File: src/rtl/dac_spi_driver_pkg.sv
// Shared definitions for the DAC SPI driver: state encoding, frame width, default command.
// The LDAC state is present only when DAC_SPI_LDAC_EN is defined.
package dac_spi_pkg;

  localparam int FRAME_W = 16;
  localparam logic [3:0] DEFAULT_CTRL = 4'h0;

  typedef enum logic [2:0] {
    ST_IDLE     = 3'd0,
    ST_SETUP    = 3'd1,
    ST_SHIFT_LO = 3'd2,
    ST_SHIFT_HI = 3'd3,
    ST_HOLD     = 3'd4,
    ST_GAP      = 3'd5
`ifdef DAC_SPI_LDAC_EN
    , ST_LDAC   = 3'd6
`endif
  } dac_spi_state_e;

  // Frame layout: command nibble, DAC code, four don't-care zero bits.
  function automatic logic [FRAME_W-1:0] build_frame(input logic [3:0] ctrl,
                                                     input logic [7:0] code);
    return {ctrl, code, 4'b0000};
  endfunction

endpackage

File: src/rtl/dac_spi_driver_up_counter.sv
// Generic synchronous up counter with clear and enable; clear wins over enable.
module up_counter #(
  parameter int W = 8
) (
  input  logic         clk,
  input  logic         reset,
  input  logic         clear,
  input  logic         en,
  output logic [W-1:0] count
);

  always_ff @(posedge clk) begin
    if (reset || clear) begin
      count <= '0;
    end else if (en) begin
      count <= count + W'(1);
    end
  end

endmodule

File: src/rtl/dac_spi_driver.sv
// Serialises the pmic_core DAC code into 16-bit SPI frames whenever it changes.
// Optional DAC_SPI_LDAC_EN adds an ldac_n load strobe after each frame.
module dac_spi_driver
  import dac_spi_pkg::*;
#(
  parameter int         CLK_DIV = 2,
  parameter logic [3:0] CTRL    = DEFAULT_CTRL
) (
  input  logic       clk,
  input  logic       reset,
  input  logic [7:0] dac_code,
  output logic       sclk,
  output logic       mosi,
  output logic       cs_n,
  output logic       busy,
  output logic [2:0] state_dbg
`ifdef DAC_SPI_LDAC_EN
  ,
  output logic       ldac_n
`endif
);

  dac_spi_state_e       state;
  dac_spi_state_e       next_state;
  logic [7:0]           last_code;
  logic                 pending_init;
  logic [FRAME_W-1:0]   shift_reg;
  logic [3:0]           bit_idx;
  logic [7:0]           count;
  logic                 phase_done;
  logic                 start;
  logic                 cnt_clear;
  logic                 cnt_en;

  assign phase_done = (count == 8'(CLK_DIV - 1));
  assign start      = (state == ST_IDLE) && ((dac_code != last_code) || pending_init);
  assign cnt_clear  = (next_state != state);
  assign cnt_en     = (state != ST_IDLE);
  assign state_dbg  = state;

  up_counter #(.W(8)) u_phase_cnt (
    .clk   (clk),
    .reset (reset),
    .clear (cnt_clear),
    .en    (cnt_en),
    .count (count)
  );

  always_ff @(posedge clk) begin
    if (reset) begin
      state <= ST_IDLE;
    end else begin
      state <= next_state;
    end
  end

  always_comb begin
    next_state = state;
    case (state)
      ST_IDLE:     if (start) next_state = ST_SETUP;
      ST_SETUP:    if (phase_done) next_state = ST_SHIFT_HI;
      ST_SHIFT_LO: if (phase_done) next_state = ST_SHIFT_HI;
      ST_SHIFT_HI: if (phase_done) next_state = (bit_idx == 4'd0) ? ST_HOLD : ST_SHIFT_LO;
      ST_HOLD:     if (phase_done) next_state = ST_GAP;
`ifdef DAC_SPI_LDAC_EN
      ST_GAP:      if (phase_done) next_state = ST_LDAC;
      ST_LDAC:     if (phase_done) next_state = ST_IDLE;
`else
      ST_GAP:      if (phase_done) next_state = ST_IDLE;
`endif
      default:     next_state = ST_IDLE;
    endcase
  end

  // The code is sampled only in IDLE, so updates during a frame collapse to the latest value.
  always_ff @(posedge clk) begin
    if (reset) begin
      last_code    <= 8'h00;
      pending_init <= 1'b1;
      shift_reg    <= '0;
      bit_idx      <= 4'd0;
    end else if (start) begin
      last_code    <= dac_code;
      pending_init <= 1'b0;
      shift_reg    <= build_frame(CTRL, dac_code);
      bit_idx      <= 4'(FRAME_W - 1);
    end else if (state == ST_SHIFT_HI && phase_done) begin
      shift_reg    <= {shift_reg[FRAME_W-2:0], 1'b0};
      bit_idx      <= bit_idx - 4'd1;
    end
  end

  always_comb begin
    sclk = 1'b0;
    mosi = 1'b0;
    cs_n = 1'b1;
    busy = (state != ST_IDLE);
    case (state)
      ST_SETUP, ST_SHIFT_LO: begin
        cs_n = 1'b0;
        mosi = shift_reg[FRAME_W-1];
      end
      ST_SHIFT_HI: begin
        cs_n = 1'b0;
        sclk = 1'b1;
        mosi = shift_reg[FRAME_W-1];
      end
      ST_HOLD: cs_n = 1'b0;
      default: ;
    endcase
  end

`ifdef DAC_SPI_LDAC_EN
  assign ldac_n = (state != ST_LDAC);
`endif

endmodule

File: config.mk
export PLATFORM = sky130hd
export DESIGN_NAME = dac_spi_driver
export DESIGN_NICKNAME = d
export VERILOG_FILES = /design/src/rtl/dac_spi_driver_pkg.sv /design/src/rtl/dac_spi_driver_up_counter.sv /design/src/rtl/dac_spi_driver.sv
export SDC_FILE = /design/constraint.sdc
export NUM_CORES = 1
export LEC_CHECK = 0
export CORE_AREA = 3 3 91 93
export DETAILED_ROUTE_END_ITERATION = 12
export DIE_AREA = 0 0 94 96
export PLACE_DENSITY = 0.48
export REMOVE_ABC_BUFFERS = 1
export SETUP_SLACK_MARGIN = 0.4
export SYNTH_ARGS = -nofsm -noshare
export SYNTH_HDL_FRONTEND = slang
export SYNTH_SLANG_ARGS = --single-unit
File: constraint.sdc
create_clock -name clk -period 1.9 [get_ports clk]
set_input_delay 0.38 -clock clk [delete_from_list [all_inputs] [get_ports clk]]
set_output_delay 0.38 -clock clk [all_outputs]
set_load 0.1 [all_outputs]
==> metrics.md <==
| Metric | Value |
|---|---|
| Most frequent cell after synthesis | `dfxtp_1` |
| Drt total wl | `4661 microns` |
| Worst Tran Pin Value | `0.5437 ns` |
| Slowest CP cell | `dfxtp_4` |
| GRT overflow | `0` |
| Slew margin rel. | `63.44%` |
| Avg WL per Cell | `13.36 microns` |
| Hold Slack | `0.4718 ns` |
| Comb power frac | `29.4%` |
| Distinct cells, synth | `39` |
| Main synth FF type | `dfxtp_1` |
| H-tree Lvls | `2` |
| Global-route wire length before repair | `7810 microns` |
| Async SR Flop Fraction | `0%` |
| GRT Total Usage | `10.97%` |
| Sw Ratio | `31.84%` |
| Post-synthesis cell count | `190` |
| Power Dens Cells | `681.1 nW/um^2` |
| Root buf cell | `clkbuf_8` |
| Hold path depth | `2` |
| Clock-pin slew on the worst setup and hold paths | `0.07 ns` |
| Final-report setup violation count | `0` |
| Mapped Avg Cell Area | `9.773 sq um` |
| Initial antenna violation count | `0` |
| Delay-heaviest family, CP | `flip-flops` |
| Core footprint | `7607 sq um` |
| Layout area overhead | `57.61%` |
| WP data arrival | `1.22 ns` |
| Share of power burned in registers | `42.4%` |
| Max-cap violations | `0` |
| # clock sinks | `36` |
| Critical Path RT | `1.52 ns` |
| Nets | `259` |
| Vias in the first global route | `1610` |
| CTS buffer count | `5` |
| Levels on crit path | `4` |
| Drt first pass iters | `4` |
| Most frequent cells after synthesis | `dfxtp_1 (36), nand2_1 (25), mux2i_1 (16), xor2_1 (13), a21oi_1 (11)` |
| Final hold vios | `0` |
| Layout cell share with drive strength beyond 1 | `47.77%` |
| Number of flops mapped to enable cells by yosys | `0` |
| Tcrit/Tclk final | `84.31%` |
| Post-detail-place hpwl | `3024 microns` |
| Pins Over Slew Limit | `0` |
| Buffers plus inverters on the worst setup path | `2` |
| Antenna diodes | `0` |
| Int Power | `1.359 mW` |
| Synth top area share | `38.81%` |
| Worst min path class | `flip-flop to flip-flop` |
| Slowest stage delay, CP | `0.37 ns` |
| Clock power share | `28.2%` |
| Tot Pwr | `1.993 mW` |
| RePlAce Congestion | `0.7256` |
| RSZ-0062 raised after global routing | `yes` |
| Synth top area cells | `dfxtp_1 (39%), mux2i_1 (8.6%), xor2_1 (6.1%)` |
| Drt drc | `0` |
| Peak supply drop | `247.6 uV` |
| Critical Path Sink Type | `primary output` |
| P_leak | `1.105 nW` |
| Mapped Area | `1857 sq um` |
| Synth warn | `0` |
| CTS tree | `yes` |
| Antenna Nets Post-Route | `0` |
| Starting DRT DRC Count | `74` |
| CP max FO | `5` |
| Detailed-route via count | `1601` |
| Crit-path cells | `nor3_4 > inv_4 > nand2_4 > buf_12` |
| Biggest area consumer among synthesized cells | `dfxtp_1` |
| Core Rows | `32` |
| Post-synthesis sequential area ratio | `38.81%` |
| Top Ports | `17` |
| Clock buffer depth | `2` |
| Startpoint Class | `flip-flop` |
| Largest net degree at the start of global routing | `32` |
| Die Wd | `94 microns` |
| Routed vias/inst | `4.587` |
| Clk_lat worst skew | `0.28 ns` |
| Status | `complete, no violations` |
| Worst Skew | `0.005332 ns` |
| Crit path kind | `flip-flop to primary output` |
| Synth Register Bits | `36` |
| Die H | `96 microns` |
| Die area | `9024 sq um` |
| R2r worst-path depth | `7` |
| Number of flip-flops in the largest register | `12` |
| Initial Util | `24.41%` |
| Max frequency | `624.3 MHz` |
| Input/output buffers | `16` |
| NetSw | `634.6 uW` |
| Period minus WS final | `1.602 ns` |
-- power groups by stage --
| stage | combinational (mW) | sequential [mW] | clock (mW) |
|---|---|---|---|
| floorplan | 0.240 | 0.875 | 0 |
| global placement | 0.458 | 0.858 | 0 |
| detailed placement | 0.464 | 0.859 | 0 |
| CTS | 0.571 | 0.844 | 0.587 |
| global route | 0.624 | 0.852 | 0.616 |
| finish | 0.586 | 0.845 | 0.562 |
-- metal layers --
metal | wire (microns) | up-vias | track usage, %
li1 | - | 802 | -
met1 | 2203 | 777 | 13.94
met2 | 2283 | 16 | 18.45
met3 | 79 | 6 | 2.346
met4 | 95 | 0 | 3.730
met5 | 0 | - | 0
-- path summary, 6_finish.rpt --
path,start,endpoint,slack [ns]
setup / recovery,state_dbg[1],cs_n,0.30
setup reg to reg,state_dbg[1],u_phase_cnt.count[4],0.35
hold / removal,last_code[2],last_code[2],0.47
hold reg to reg,last_code[2],last_code[2],0.47
-- per-stage QoR --
step                std cells  utilization, %  setup WS (ns)  TNS [ns]  area [sq um]
finish                    349           38.47         0.2981         0          2927
global route              349           38.47         0.2218         0          2927
CTS                       345           37.20         0.2902         0          2830
detailed placement        321           30.99        -0.1823    -2.898          2357
global placement          321           30.99        -0.1543    -2.254          2357
floorplan                 179               -         -2.007    -30.70          1794
-- cell families after synthesis --
| family | count (synthesis) | synth area share, % |
|---|---|---|
| simple gates | 66 | 22.10 |
| flops | 36 | 38.81 |
| compound gates | 33 | 14.89 |
| xor+xnor | 19 | 8.962 |
| buf+inv | 17 | 4.581 |
| mux | 16 | 8.625 |
| fa+ha+maj | 3 | 2.022 |
-- layout by cell type, fill, tap and decap left out, types with 7 or more instances in the layout --
cell type,n
a21oi_1,7
buf_12,11
buf_4,32
dfxtp_1,30
dlygate4sd2_1,8
mux2i_1,12
nand2_1,23
xor2_1,10
-- worst reg2reg max path, cell delays in order (launching register included) --
cell and delay [ns]:
dfxtp_4 0.37, nor3_4 0.24, inv_4 0.10, buf_4 0.20, buf_4 0.17, nand4_1 0.10, xor2_1 0.08, nor4_2 0.23
-- what timing repair did --
item,4_1_cts,5_1_grt
gates cloned,3,0
pin swaps,29,6
hold buffers,0,0
setup buffers,13,4
endpoints found under the setup margin,36,33
resized for setup,60,14
-- cell type report --
class,instances,area [sq um]
multi-input cells,137,1285
inverters,6,25.02
clock buffers,6,82.58
fillers,760,4681
clock inverters,2,10.01
well taps,102,127.6
repair buffers,60,660.6
flip-flops and latches,36,735.7
No activity file was read; power rests on OpenSTA's default activity.
